==> config.mk <==
export PLATFORM = sky130hd
export DESIGN_NAME = ysyx_22041211_lsu
export DESIGN_NICKNAME = d
export VERILOG_FILES = /design/src/rtl/ysyx_22041211_lsu_pkg.sv /design/src/rtl/ysyx_22041211_lsu_load_align.sv /design/src/rtl/ysyx_22041211_lsu.sv
export SDC_FILE = /design/constraint.sdc
export NUM_CORES = 1
export LEC_CHECK = 0
export ABC_AREA = 0
export CAP_MARGIN = 10
export CORE_ASPECT_RATIO = 2
export CORE_MARGIN = 1.5
export CORE_UTILIZATION = 40
export CTS_CLUSTER_DIAMETER = 40
export DETAILED_ROUTE_END_ITERATION = 8
export PLACE_DENSITY_LB_ADDON = 0.25
export RECOVER_POWER = 50
export SETUP_SLACK_MARGIN = 0.02
export SYNTH_ARGS = -nofsm -noshare
export SYNTH_HDL_FRONTEND = slang
export SYNTH_SLANG_ARGS = --single-unit
==> constraint.sdc <==
create_clock -name clk -period 9.3 [get_ports clk]
set_clock_uncertainty 0.1 [all_clocks]
set_input_delay 1.86 -clock clk [delete_from_list [all_inputs] [get_ports clk]]
set_output_delay 1.86 -clock clk [all_outputs]
set_load 0.02 [all_outputs]
==> src/rtl/ysyx_22041211_lsu_pkg.sv <==
// Shared encodings for the ysyx_22041211 MEM stage: store/load types, LSU FSM states,
// and the alignment rule used at accept time.
package ysyx_22041211_lsu_pkg;

  localparam logic [1:0] STORE_NONE = 2'b00;
  localparam logic [1:0] STORE_SB   = 2'b01;
  localparam logic [1:0] STORE_SH   = 2'b10;
  localparam logic [1:0] STORE_SW   = 2'b11;

  localparam logic [2:0] LOAD_NONE  = 3'b000;
  localparam logic [2:0] LOAD_LB    = 3'b001;
  localparam logic [2:0] LOAD_LBU   = 3'b010;
  localparam logic [2:0] LOAD_LH    = 3'b011;
  localparam logic [2:0] LOAD_LHU   = 3'b100;
  localparam logic [2:0] LOAD_LW    = 3'b101;

  typedef enum logic [1:0] {
    LSU_IDLE = 2'b00,
    LSU_REQ  = 2'b01,
    LSU_RESP = 2'b10,
    LSU_DONE = 2'b11
  } lsu_state_e;

  function automatic logic load_valid(input logic [2:0] lt);
    return (lt >= LOAD_LB) && (lt <= LOAD_LW);
  endfunction

  // Stores take precedence over any load_type that accompanies them.
  function automatic logic misaligned(input logic [1:0] st, input logic [2:0] lt,
                                      input logic [1:0] off);
    logic m;
    m = 1'b0;
    if (st != STORE_NONE) begin
      case (st)
        STORE_SH: m = off[0];
        STORE_SW: m = (off != 2'b00);
        default:  m = 1'b0;
      endcase
    end else begin
      case (lt)
        LOAD_LH, LOAD_LHU: m = off[0];
        LOAD_LW:           m = (off != 2'b00);
        default:           m = 1'b0;
      endcase
    end
    return m;
  endfunction

endpackage

==> src/rtl/ysyx_22041211_lsu_load_align.sv <==
// Read-data lane select and sign/zero extension for loads.
module ysyx_22041211_load_align
  import ysyx_22041211_lsu_pkg::*;
#(
  parameter int DATA_LEN = 32
) (
  input  logic [DATA_LEN-1:0] rdata_i,
  input  logic [1:0]          off_i,
  input  logic [2:0]          load_type_i,
  output logic [DATA_LEN-1:0] data_o
);

  logic [7:0]  byte_sel;
  logic [15:0] half_sel;

  always_comb begin
    case (off_i)
      2'd0:    byte_sel = rdata_i[7:0];
      2'd1:    byte_sel = rdata_i[15:8];
      2'd2:    byte_sel = rdata_i[23:16];
      default: byte_sel = rdata_i[31:24];
    endcase
    half_sel = off_i[1] ? rdata_i[31:16] : rdata_i[15:0];
  end

  always_comb begin
    case (load_type_i)
      LOAD_LB:  data_o = {{24{byte_sel[7]}}, byte_sel};
      LOAD_LBU: data_o = {24'b0, byte_sel};
      LOAD_LH:  data_o = {{16{half_sel[15]}}, half_sel};
      LOAD_LHU: data_o = {16'b0, half_sel};
      LOAD_LW:  data_o = rdata_i;
      default:  data_o = '0;
    endcase
  end

endmodule

==> src/rtl/ysyx_22041211_lsu.sv <==
// MEM stage: latches one EXE packet, runs at most one bus transaction for it and
// hands a registered writeback packet to WB under valid/ready.
module ysyx_22041211_lsu
  import ysyx_22041211_lsu_pkg::*;
#(
  parameter int DATA_LEN = 32
) (
  input  logic                clk,
  input  logic                rst,
  input  logic                exe_valid_i,
  output logic                lsu_ready_o,
  input  logic [DATA_LEN-1:0] alu_result_i,
  input  logic [DATA_LEN-1:0] mem_wdata_i,
  input  logic [1:0]          store_type_i,
  input  logic [2:0]          load_type_i,
  input  logic                wd_i,
  input  logic [4:0]          wreg_i,
  output logic                mem_req_o,
  output logic                mem_we_o,
  output logic [DATA_LEN-1:0] mem_addr_o,
  output logic [DATA_LEN-1:0] mem_wdata_o,
  output logic [3:0]          mem_wmask_o,
  input  logic                mem_gnt_i,
  input  logic                mem_rvalid_i,
  input  logic [DATA_LEN-1:0] mem_rdata_i,
  output logic                wb_valid_o,
  input  logic                wb_ready_i,
  output logic                wb_wd_o,
  output logic [4:0]          wb_wreg_o,
  output logic [DATA_LEN-1:0] wb_wdata_o,
  output logic                misalign_o
);

  lsu_state_e          state_q, state_d;
  logic                we_q, we_d;
  logic [DATA_LEN-1:0] addr_q, addr_d;
  logic [DATA_LEN-1:0] sdata_q, sdata_d;
  logic [3:0]          mask_q, mask_d;
  logic [1:0]          off_q, off_d;
  logic [2:0]          ltype_q, ltype_d;
  logic                is_st_q, is_st_d;
  logic                wd_q, wd_d;
  logic [4:0]          wreg_q, wreg_d;
  logic [DATA_LEN-1:0] wdata_q, wdata_d;
  logic                mis_q, mis_d;

  logic                accept, in_st, in_ld, in_mis;
  logic [DATA_LEN-1:0] ld_data;

  assign lsu_ready_o = (state_q == LSU_IDLE) || ((state_q == LSU_DONE) && wb_ready_i);
  assign accept      = exe_valid_i && lsu_ready_o;
  assign in_st       = (store_type_i != STORE_NONE);
  assign in_ld       = !in_st && load_valid(load_type_i);
  assign in_mis      = (in_st || in_ld) && misaligned(store_type_i, load_type_i, alu_result_i[1:0]);

  ysyx_22041211_load_align #(.DATA_LEN(DATA_LEN)) u_load_align (
    .rdata_i     (mem_rdata_i),
    .off_i       (off_q),
    .load_type_i (ltype_q),
    .data_o      (ld_data)
  );

  always_comb begin
    state_d = state_q;
    we_d    = we_q;
    addr_d  = addr_q;
    sdata_d = sdata_q;
    mask_d  = mask_q;
    off_d   = off_q;
    ltype_d = ltype_q;
    is_st_d = is_st_q;
    wd_d    = wd_q;
    wreg_d  = wreg_q;
    wdata_d = wdata_q;
    mis_d   = mis_q;

    case (state_q)
      LSU_REQ:  if (mem_gnt_i) state_d = LSU_RESP;
      LSU_RESP: if (mem_rvalid_i) begin
        state_d = LSU_DONE;
        if (!is_st_q) wdata_d = ld_data;
      end
      LSU_DONE: if (wb_ready_i) state_d = LSU_IDLE;
      default:  state_d = LSU_IDLE;
    endcase

    // A new packet overrides the DONE->IDLE step so WB sees no bubble.
    if (accept) begin
      off_d   = alu_result_i[1:0];
      ltype_d = load_type_i;
      is_st_d = in_st;
      wreg_d  = wreg_i;
      if (in_mis) begin
        state_d = LSU_DONE;
        wd_d    = 1'b0;
        wdata_d = '0;
        mis_d   = 1'b1;
      end else begin
        state_d = (in_st || in_ld) ? LSU_REQ : LSU_DONE;
        wd_d    = wd_i;
        wdata_d = alu_result_i;
        mis_d   = 1'b0;
        if (in_st || in_ld) begin
          we_d    = in_st;
          addr_d  = {alu_result_i[DATA_LEN-1:2], 2'b00};
          sdata_d = '0;
          mask_d  = 4'b0000;
          case (store_type_i)
            STORE_SB: begin
              sdata_d = {4{mem_wdata_i[7:0]}};
              mask_d  = 4'b0001 << alu_result_i[1:0];
            end
            STORE_SH: begin
              sdata_d = {2{mem_wdata_i[15:0]}};
              mask_d  = 4'b0011 << alu_result_i[1:0];
            end
            STORE_SW: begin
              sdata_d = mem_wdata_i;
              mask_d  = 4'b1111;
            end
            default: ;
          endcase
        end
      end
    end
  end

  always_ff @(posedge clk or posedge rst) begin
    if (rst) begin
      state_q <= LSU_IDLE;
      we_q    <= 1'b0;
      addr_q  <= '0;
      sdata_q <= '0;
      mask_q  <= 4'b0000;
      off_q   <= 2'b00;
      ltype_q <= LOAD_NONE;
      is_st_q <= 1'b0;
      wd_q    <= 1'b0;
      wreg_q  <= 5'd0;
      wdata_q <= '0;
      mis_q   <= 1'b0;
    end else begin
      state_q <= state_d;
      we_q    <= we_d;
      addr_q  <= addr_d;
      sdata_q <= sdata_d;
      mask_q  <= mask_d;
      off_q   <= off_d;
      ltype_q <= ltype_d;
      is_st_q <= is_st_d;
      wd_q    <= wd_d;
      wreg_q  <= wreg_d;
      wdata_q <= wdata_d;
      mis_q   <= mis_d;
    end
  end

  assign mem_req_o   = (state_q == LSU_REQ);
  assign mem_we_o    = we_q;
  assign mem_addr_o  = addr_q;
  assign mem_wdata_o = sdata_q;
  assign mem_wmask_o = mask_q;
  assign wb_valid_o  = (state_q == LSU_DONE);
  assign wb_wd_o     = wd_q;
  assign wb_wreg_o   = wreg_q;
  assign wb_wdata_o  = wdata_q;
  assign misalign_o  = wb_valid_o && mis_q;

endmodule
## Word-level counts from Yosys, hierarchy flattened

Index checks and enable logic that the tools add are counted.

| word-level totals | value |
|---|---|
| flip-flop bits (word level) | 114 |
| output and inout port bits | 111 |
| word-level logic and storage cells | 78 |
| input port bits | 113 |

| cells by class | value |
|---|---|
| shift operators | 2 |
| muxes and demuxes | 22 |
| bitwise gates (word level) | 1 |
| reductions and logical operators | 19 |
| magnitude comparators | 2 |
| equal/unequal tests | 20 |

Operators by type and width:

| kind | number |
|---|---|
| $mux W32 | 5 |
| $pmux W32 S5 | 1 |
| $pmux W32 S3 | 1 |
| $pmux W8 S3 | 1 |
| $mux W16 | 1 |
| $eq A3 B3 Y1 const B | 4 |
| $mux W2 | 6 |
| $pmux W4 S3 | 1 |
| $eq A2 B2 Y1 const B | 5 |
| $eq A3 B2 Y1 const B | 3 |
| $reduce_and A3 Y1 | 3 |
| $reduce_bool A2 Y1 | 4 |
| $eq A2 B1 Y1 const B | 3 |
| $logic_and A1 B1 Y1 | 6 |
| $ne A3 B1 Y1 const B | 2 |
| $pmux W2 S3 | 1 |
| $logic_not A2 Y1 | 2 |
| $pmux W1 S2 | 2 |
| $shl A1 B2 Y4 const A | 1 |
| $shl A2 B2 Y4 const A | 1 |
| $eq A3 B1 Y1 const B | 1 |
| $ge A3 B1 Y1 const B | 1 |
| $le A3 B3 Y1 const B | 1 |
| $mux W1 | 3 |
| other kinds (6) | 7 |

## Logic depth before layout (Yosys ltp)

Gate-level depths: netlist of the first run.

| logic depth | value |
|---|---|
| depth after elaboration | 7 |
| depth in mapped cells | 9 |
| depth with buffers taken out | 6 |

## Hierarchy

A second synthesis of the first run with hierarchy kept.

| second synthesis, totals | value |
|---|---|
| cells, all modules | 588 |
| area, all modules | 6,314.8 sq um |

By module, submodules not included:

| module | area an instance (sq um) | instances | cells an instance | seq. area each (sq um) |
|---|---|---|---|---|
| ysyx_22041211_lsu | 5,073.6 | 1 | 439 | 2,852.7 |
| ysyx_22041211_load_align | 1,241.2 | 1 | 149 | 0.0 |

## Worst setup path after synthesis of the first run

OpenSTA, ideal clock, no wires.

| timing path | value |
|---|---|
| path kind | input to output |
| start | in wb_ready_i |
| end | out lsu_ready_o |
| stages | 1 |
| setup slack | 5.265 ns |
| arrival time | 2.075 ns |
| buffers on the path | 0 |
| cells stage by stage | a21o_1 |

| between the ends | value |
|---|---|
| cells in the longest elaborated chain, start to end | 2 |

Ends and longest elaborated chain:

| element | line | RTL |
|---|---|---|
| from (decl) | ysyx_22041211_lsu.sv:27 | `input logic wb_ready_i,` |
| $logic_and A1 B1 Y1 | ysyx_22041211_lsu.sv:50 | `assign lsu_ready_o = (state_q == LSU_IDLE) \|\| ((state_q == LSU_DONE) && wb_ready_i);` |
| $logic_or A1 B1 Y1 | ysyx_22041211_lsu.sv:50 |  |
| to (decl) | ysyx_22041211_lsu.sv:11 | `output logic lsu_ready_o,` |

No other way between the ends.

## Worst setup path in the final report of the first run

| timing path | value |
|---|---|
| start | in wb_ready_i |
| end | reg sdata_q[15], in the netlist mem_wdata_o[15] |

| between the ends | value |
|---|---|
| cells in the longest elaborated chain, start to end | 4 |

Ends and longest elaborated chain:

| element | line | RTL |
|---|---|---|
| $logic_and A1 B1 Y1 | ysyx_22041211_lsu.sv:50 |  |
| $logic_or A1 B1 Y1 | ysyx_22041211_lsu.sv:50 |  |
| $logic_and A1 B1 Y1 | ysyx_22041211_lsu.sv:51 | `assign accept = exe_valid_i && lsu_ready_o;` |
| $reduce_and A3 Y1 (no source line) | -- |  |
| to (signal assigned) | ysyx_22041211_lsu.sv:146 | `sdata_q <= sdata_d;` |
| to (decl) | ysyx_22041211_lsu.sv:37 | `logic [DATA_LEN-1:0] sdata_q, sdata_d;` |

No other way between the ends.
A chain may end at the register's enable or synchronous reset.

==> impl_results.md, run 1 <==
- Leakage power: 3.814 nW
- Int Power: 1.923 mW
- CTS tree: yes
- Core Region: 15290 um2
- Rows: 64
- Flip-flop and latch area: 2853 um2
- Area post-placement: 8504 um2
- # diodes: 0
- Setup WS post-layout: 3.530 ns
- Area of the multi-input gates: 3077 um2
- Vias/cell: 6.053
- Starting Density: 0.4074
- Input/output buffers: 221
- Cells on worst reg2reg path: 7
- Failing checks: capacitance limit, slew limit
- Mapped Cells: 566
- 1st-iter DRT viols: 359
- Post-layout instance area: 9151 um2
- Sequential fraction of design power: 0.281
- Worst-path clk slew: 0.06 ns
- Hold path depth: 2
- CTS Buf Count: 17
- Yosys warnings: 0
- WP data arrival: 5.98 ns
- Max Clock Freq: 0.1733 GHz
- Max-slew violation count: 161
- Hold Fails Final Rpt: 0
- Critical Path Source Type: primary input
- Max cap viols: 3
- Die area: 16380 um2
- P_sw: 1.263 mW
- P&R area growth vs syn: 46.87%
- Grt ovf: 0
- Initial antenna violation count: 0
- Nets: 879
- Final wirelength: 21300 um
- Post_cts resized: 0
- Setup violators final: 0
- Share of cells above drive strength 1: 0.1388
- Comb pwr share: 0.502
- Crit path kind: in2reg
- Die height: 179.5 um
- Pre-CTS WS: 3.797 ns
- Pwr dens: 348.2 nW/um2
- Slew HR: -0.8647
- Residual DRC: 0
- Part of the Yosys area used for sequential elements: 0.4578
- Worst-skew pair later-pin latency: 0.42 ns
- Post-synth ARST share: 1.000
- Filler cells: 1267
- Post-route clock period utilization: 0.6204
- CTS root buffer: clkbuf_16
- DR WL/cell: 21.98 um
- Status: finished with violations
- CP Max Fanout: 46
- Register bit count reported by yosys: 114
- Hold buffer count at cts: 0
- I/O pins: 224
- Max H-tree Level: 4
- Drt first pass iters: 5
- Net Sw Frac: 0.3965
- Largest net degree at the start of global routing: 64
- GRT Util Overall: 0.2647
- DP Wirelength: 15720 um
- Placed cells: 936
- Ys flop type: dfrtp_1
- Hold Path Class: reg2reg
- WP data required: 9.51 ns
- Commonest non-fill, non-tap cell in the layout: clkdlybuf4s50_1
- Post-CTS Setup Bufs: 0
- Utilization after layout: 0.5983
- Vias in the first global route: 6025
- IR drop worst, VDD: 0.1706 mV
- Via Count: 5865
- Setup TNS: 0 ns
- Syn avg cell area: 11.01 um2
- Cell area after synthesis: 6231 um2
- Final ANT Viol Nets: 0
- Most frequent cells in the layout: clkdlybuf4s50_1 (125), dfrtp_1 (114), dlygate4sd3_1 (96)
- Die span in x: 91.26 um
- CTS sink cnt: 114
- Yosys cell types: 50
- Slew @ Worst Pin: 2.782 ns
- Clock power share: 0.217
- RSZ-0062 raised after global routing: no
- Clock buffer depth: 2
- CP endpoint kind: flop
- Tmin final: 5.770 ns
- First-pass GRT wire length: 33180 um
- EDFF count, synth: 0
- Layout Cells excl Fill: 969
- RD Place Congestion: 0.9625
metrics by stage:
stage | hold slack (ns) | total power, mW
4_1_cts | 0.3832 | 3.274
3_3_place_gp | 0.3625 | 2.525
2_1_floorplan | 0.3412 | 1.871
6_report | 0.3705 | 3.187
5_1_grt | 0.3922 | 3.360
3_5_place_dp | 0.3696 | 2.563
cell type report:
| class | instances | area share |
|---|---|---|
| Clock buffer | 20 | 0.04881 |
| Tap cell | 198 | 0.02707 |
| Multi-Input combinational cell | 382 | 0.3362 |
| Sequential cell | 114 | 0.3117 |
| Clock inverter | 12 | 0.01982 |
| Inverter | 12 | 0.005059 |
| Timing Repair Buffer | 231 | 0.2513 |
per-layer routing:
layer,track usage,part of all wire,up-vias
met5,0,0,-
met2,0.4630,0.52,342
met4,0.2013,0.074,0
li1,-,-,2593
met1,0.2676,0.33,2845
met3,0.05838,0.072,85
power groups by stage:
stage               logic [mW]  clock network, mW  registers [mW]
floorplan                0.757                  0            1.11
global placement          1.61                  0           0.916
detailed placement        1.64                  0           0.921
CTS                       1.65              0.704           0.921
global route              1.70              0.729           0.932
finish                    1.60              0.692           0.896
worst max-delay path, cell delays in order:
cell and delay (ns):
dlygate4sd3_1 0.56, a21o_1 0.18, and2_2 0.15, clkbuf_1 1.59
nand2_1 1.18, o2bb2ai_1 0.43
logic make-up after synthesis:
group | after synthesis | share of synthesized area
XOR/XNOR | 1 | 0.001406
buffers and inverters | 71 | 0.05181
AND/OR/NAND/NOR | 135 | 0.1068
multiplexers | 56 | 0.1122
AO/OA/AOI/OAI | 180 | 0.2532
other | 1 | 0.0006018
adder cells (fa/ha/maj) | 8 | 0.01606
flip-flops | 114 | 0.4578
final timing paths:
kind                              start              end  slack, ns
setup / recovery             wb_ready_i  mem_wdata_o[15]       3.53
hold / removal             wb_wreg_o[2]     wb_wreg_o[2]       0.37
setup reg to reg             state_q[0]  mem_wdata_o[15]       4.89
hold reg to reg            wb_wreg_o[2]     wb_wreg_o[2]       0.37
max in group asynchronous           rst  mem_wdata_o[25]       4.84
min in group asynchronous           rst  mem_wdata_o[16]       2.57
sequential cells by signal (all words and copies together), names as in the netlist:
name	flops
wb_wreg_o	5
mem_we_o	1
wb_wdata_o	32
mem_addr_o	30
mem_wmask_o	4
state_q	2
ltype_q	3
is_st_q	1
mis_q	1
off_q	2
wb_wd_o	1
mem_wdata_o	32
Yosys cell counts (all sizes together), types with 2 or more instances:
library cell,count,area share
dfrtp,114,0.46
nand2,71,0.043
o2bb2ai,36,0.051
a22oi,32,0.047
nand3,32,0.026
o221ai,32,0.055
clkbuf,31,0.019
mux2,31,0.056
buf,28,0.026
a22o,26,0.037
mux2i,17,0.027
inv,11,0.0066
a211oi,10,0.012
a222oi,9,0.014
a221oi,8,0.011
and3b,8,0.011
ha,8,0.016
mux4,8,0.029
o22ai,8,0.0080
o21ai,7,0.0056
nand3b,4,0.0048
a21oi,3,0.0024
a31oi,3,0.0030
and2,3,0.0030
nand2b,3,0.0030
nor2,3,0.0018
or2,3,0.0030
nand4b,2,0.0028
nor2b,2,0.0020
No activity file was read; power rests on OpenSTA's default activity.
==> inputs of run 2 (changes only) <==
- clock period: 9.3 -> 5.7 ns (I/O delays scaled with it)
==> impl_results.md, run 2 (synthesis gave the netlist of run 1 again) <==
- Status: finished with violations
- Failing checks: capacitance limit, slew limit
- Drt first pass iters: 6 (+1)
- Crit path kind: in2async
- Largest net degree at the start of global routing: 83 (+30%)
- Max Clock Freq: 0.2379 GHz
- Area post-placement: 8497 um2 (about the same)
- Worst hold slack: 0.3795 ns (+0.009071 ns)
- Hold Path Class: reg2reg
- Bufs and invs on worst path: 2 (unchanged)
- Tmin final: 4.203 ns
- Layout Cells excl Fill: 967 (-0.21%)
- CTS root buffer: clkbuf_16
- IR drop worst, VDD: 0.3058 mV (+79%)
- Filler cells: 1287 (+1.6%)
- Max H-tree Level: 4 (unchanged)
- Max cap viols: 2 (-1)
- Critical Path Source Type: primary input
- I/O pins: 224 (unchanged)
- CP max stage cell: inv_1
- R2R setup slack: 2.15 ns (-2.74 ns)
- CTS sink cnt: 114 (unchanged)
- # diodes: 0 (unchanged)
- Die height: 179.5 um (unchanged)
- CTS tree: yes
- Via Count: 5773 (-1.6%)
- Post-route clock period utilization: 0.7374
- Final total power: 5.152 mW (+62%)
- First-pass GRT wire length: 33560 um (+1.2%)
- Vias/cell: 5.970 (-1.4%)
- CP endpoint kind: async pin
- Die area: 16380 um2 (unchanged)
- Worst-path cell chain: dlygate4sd3_1 -> inv_1
- Rows: 64 (unchanged)
- CTS Buf Count: 17 (unchanged)
- Nets: 877 (-0.23%)
- Area of the multi-input gates: 3074 um2 (about the same)
- Net Sw Frac: 0.4092 (+0.01273)
- P_sw: 2.108 mW (+67%)
- Int Power: 3.044 mW (+58%)
- Placed cells: 935 (-0.11%)
- Worst-path clk slew: 0.06 ns (about the same)
- Clock buffer depth: 2 (unchanged)
- P&R area growth vs syn: 45.84%
- RD Place Congestion: 0.9298 (-3.4%)
- Hold buffer count at cts: 0 (unchanged)
- CP Max Fanout: 82 (+78%)
- Share of cells above drive strength 1: 0.1391 (+0.0003609)
- DR WL/cell: 22.24 um (+1.2%)
- Slew HR: -1.085 (-0.2206)
- Most frequent cells in the layout: clkdlybuf4s50_1 (134), dfrtp_1 (114), dlygate4sd3_1 (87)
- Worst-skew pair later-pin latency: 0.41 ns (about the same)
- Post-CTS Setup Bufs: 0 (unchanged)
- Starting Density: 0.4074 (unchanged)
- 1st-iter DRT viols: 364 (+1.4%)
- Clock power share: 0.211 (-0.006)
- Flip-flop and latch area: 2853 um2 (unchanged)
- Comb pwr share: 0.498 (-0.004)
- Post_cts resized: 0 (unchanged)
- Max-slew violation count: 133 (-17%)
- Core Region: 15290 um2 (unchanged)
- Leakage power: 3.792 nW (-0.58%)
- Input/output buffers: 221 (unchanged)
- Setup violators final: 0 (unchanged)
- WP data arrival: 3.92 ns (-2.06 ns)
- Initial antenna violation count: 0 (unchanged)
- Post-layout instance area: 9087 um2 (-0.70%)
- Grt ovf: 0 (unchanged)
- GRT Util Overall: 0.2670 (+0.002349)
- Largest stage delay on the critical path: 2.18 ns (+0.59 ns)
- Setup TNS: 0 ns (unchanged)
- WP data required: 5.42 ns (-4.09 ns)
- Vias in the first global route: 5958 (-1.1%)
- Pwr dens: 566.9 nW/um2 (+63%)
- RSZ-0062 raised after global routing: no
- Final wirelength: 21510 um (+0.97%)
- Sequential fraction of design power: 0.291 (+0.010)
- Final ANT Viol Nets: 0 (unchanged)
- DP Wirelength: 15650 um (-0.45%)
- Commonest non-fill, non-tap cell in the layout: clkdlybuf4s50_1
- Hold Fails Final Rpt: 0 (unchanged)
- CP top delay family: buffers and inverters
- Die span in x: 91.26 um (unchanged)
- Residual DRC: 0 (unchanged)
- Slew @ Worst Pin: 3.128 ns (+0.3462 ns)
[run 2: cell count changes in the layout (fill, tap and decap cells not counted), sizes merged]
cell	previous run	this run
bufinv	4	2
clkbuf	22	17
clkdlybuf4s50	125	134
clkinv	4	5
clkinvlp	5	1
dlygate4sd3	96	87
inv	11	19
[run 2: path summary, 6_finish.rpt]
check                                      from        endpoint  cells past startpoint
worst min-delay path               wb_wreg_o[3]    wb_wreg_o[3]                      2
worst max register to register       state_q[1]  wb_wdata_o[28]                      6
min in group asynchronous                   rst      state_q[1]                      2
max in group clk                store_type_i[1]  mem_addr_o[10]                      7
worst max-delay path                        rst    wb_wreg_o[3]                      2
worst min register to register     wb_wreg_o[3]    wb_wreg_o[3]                      2
[run 2: through the flow]
step	utilization	setup WS, ns
3_5_place_dp	0.5555	1.159
5_1_grt	0.5942	0.7696
4_1_cts	0.5945	1.596
6_report	0.5942	1.497
2_1_floorplan	-	1.444
3_3_place_gp	0.5555	1.275
[run 2: area by class of cell]
class,instances,share of cell area
multi-input cells,382,0.3383
well taps,198,0.02726
inverters,12,0.004957
flip-flops and latches,114,0.3139
clock inverters,15,0.01873
repair buffers,229,0.2500
clock buffers,17,0.04681
[run 2: layer usage]
| layer | track usage | share of wire | vias up |
|---|---|---|---|
| met2 | 0.4773 | 0.53 | 316 |
| met1 | 0.2847 | 0.34 | 2806 |
| li1 | - | - | 2587 |
| met3 | 0.05372 | 0.066 | 64 |
| met5 | 0 | 0 | - |
| met4 | 0.1556 | 0.055 | 0 |
[run 2: power by group through the flow]
stage                     combinational [mW]  sequential [mW]  clock (mW)
after floorplan                         1.24             1.82           0
after global placement                  2.61             1.50           0
after detailed placement                2.67             1.51           0
after CTS                               2.68             1.51        1.10
after global routing                    2.73             1.55        1.14
final                                   2.57             1.50        1.09
==> inputs of run 3 (changes only) <==
- clock period: 5.7 -> 3.97 ns (I/O delays scaled with it)
==> impl_results.md, run 3 (synthesis gave the netlist of run 1 again) <==
- Post-CTS Setup Bufs: 0 (unchanged)
- Area of the multi-input gates: 3074 um2 (unchanged)
- Post_cts resized: 0 (unchanged)
- Layout Cells excl Fill: 976 (+0.93%)
- Failing checks: capacitance limit, slew limit
- DP Wirelength: 16220 um (+3.7%)
- CP endpoint kind: flop
- Status: finished with violations
- Final total power: 7.500 mW (+46%)
- Setup TNS: 0 ns (unchanged)
- WP data arrival: 3.52 ns (-0.40 ns)
- CTS sink cnt: 114 (unchanged)
- Hold Path Class: reg2reg
- CTS root buffer: clkbuf_16
- Largest stage delay on the critical path: 1.07 ns (-1.11 ns)
- First-pass GRT wire length: 33380 um (-0.53%)
- Met1 usage: 0.2699 (-0.01479)
- Max Clock Freq: 0.3037 GHz
- Clock buffer depth: 2 (unchanged)
- I/O pins: 224 (unchanged)
- 1st-iter DRT viols: 307 (-16%)
- Setup violators final: 0 (unchanged)
- Placed cells: 944 (+0.96%)
- Met3 usage: 0.05668 (+0.002961)
- Vias/cell: 5.978 (+0.14%)
- Die span in x: 91.26 um (unchanged)
- Commonest non-fill, non-tap cell in the layout: clkdlybuf4s50_1
- Max-slew violation count: 55 (-59%)
- Via Count: 5835 (+1.1%)
- Input/output buffers: 221 (unchanged)
- Crit path kind: in2reg
- Vias in the first global route: 6108 (+2.5%)
- Hold buffer count at cts: 0 (unchanged)
- Pwr dens: 818.7 nW/um2 (+44%)
- Filler cells: 1278 (-0.70%)
- Final wirelength: 21850 um (+1.6%)
- Die area: 16380 um2 (unchanged)
- Share of cells above drive strength 1: 0.1465 (+0.007388)
- # diodes: 0 (unchanged)
- Slew HR: -0.4280 (+0.6573)
- RD Place Congestion: 0.9531 (+2.5%)
- Hold Fails Final Rpt: 0 (unchanged)
- Post-route clock period utilization: 0.8294
- DR WL/cell: 22.39 um (+0.67%)
- Most Crowded Layer GR: met2
- CTS tree: yes
- Max cap viols: 1 (-1)
- Largest net degree at the start of global routing: 61 (-27%)
- CTS Buf Count: 17 (unchanged)
- Initial antenna violation count: 0 (unchanged)
- Residual DRC: 0 (unchanged)
- Worst-path cell chain: dlygate4sd3_1 -> a21o_1 -> and2_2 -> clkbuf_1 -> nand2_1 -> o221ai_2
- Bufs and invs on worst path: 2 (unchanged)
- Starting Density: 0.4074 (unchanged)
- CP Max Fanout: 31 (-62%)
- GR Util met2: 0.4809 (+0.003582)
- Worst-path clk slew: 0.06 ns (about the same)
- Final ANT Viol Nets: 0 (unchanged)
- Worst-skew pair later-pin latency: 0.42 ns (about the same)
- Drt first pass iters: 7 (+1)
- Most frequent cells in the layout: clkdlybuf4s50_1 (177), dfrtp_1 (114), nand2_1 (71)
- CP top delay family: buffers and inverters
- Critical Path Source Type: primary input
- IR drop worst, VDD: 0.3623 mV (+19%)
- WP data required: 4.20 ns (-1.22 ns)
- RSZ-0062 raised after global routing: no
- Core Region: 15290 um2 (unchanged)
- Tmin final: 3.293 ns
- Grt ovf: 0 (unchanged)
- Flip-flop and latch area: 2853 um2 (unchanged)
- Rows: 64 (unchanged)
- Slew @ Worst Pin: 2.142 ns (-0.9859 ns)
- Nets: 886 (+1.0%)
- P&R area growth vs syn: 47.03%
- Max H-tree Level: 4 (unchanged)
- CP max stage cell: clkbuf_1
- GRT Util Overall: 0.2682 (+0.001168)
- Leakage power: 3.757 nW (-0.90%)
- Die height: 179.5 um (unchanged)
==> run 3: worst paths after layout <==
path / startpoint / slack [ns] / depth (start not counted) / to
max in group asynchronous: rst / 1.06 / 2 / mem_addr_o[3]
max: wb_ready_i / 0.68 / 6 / wb_wdata_o[24]
min in group asynchronous: rst / 1.43 / 2 / mem_wdata_o[16]
min: is_st_q / 0.37 / 2 / is_st_q
max reg2reg: state_q[1] / 0.95 / 6 / wb_wdata_o[24]
min reg2reg: is_st_q / 0.37 / 2 / is_st_q
==> run 3: power breakdown <==
group | switching [mW] | internal [mW]
sequential | 0.389 | 1.71
combinational | 2.04 | 1.81
clock | 0.566 | 0.983
==> run 3: stage by stage <==
stage	util	cell area [um2]	worst slack [ns]	hold slack, ns
floorplan	-	6235	0.06029	0.3412
global placement	0.5608	8577	0.6909	0.3625
detailed placement	0.5608	8577	0.6086	0.3724
CTS	0.5996	9170	0.9446	0.3870
global route	0.5990	9161	0.4615	0.4023
finish	0.5990	9161	0.6773	0.3746
==> run 3: final cells by class <==
cell class	count	area share
clock inverter	14	0.01789
inverter	12	0.004917
multi-input combinational	382	0.3356
timing repair buffer	238	0.2564
sequential	114	0.3114
clock buffer	18	0.04685
tap	198	0.02704
==> run 3: worst register-to-register path, stage by stage (launching register included) <==
cell and delay [ns]:
dfrtp_1 0.40, ha_1 0.26, a21o_1 0.20, and2_2 0.36, clkbuf_1 1.07, nand2_1 0.27, o221ai_2 0.27
==> run 3: metal layers <==
metal,vias to the layer above,wire length (um)
li1,2593,-
met1,2845,7436
met2,322,11680
met3,75,1361
met4,0,1378
met5,-,0
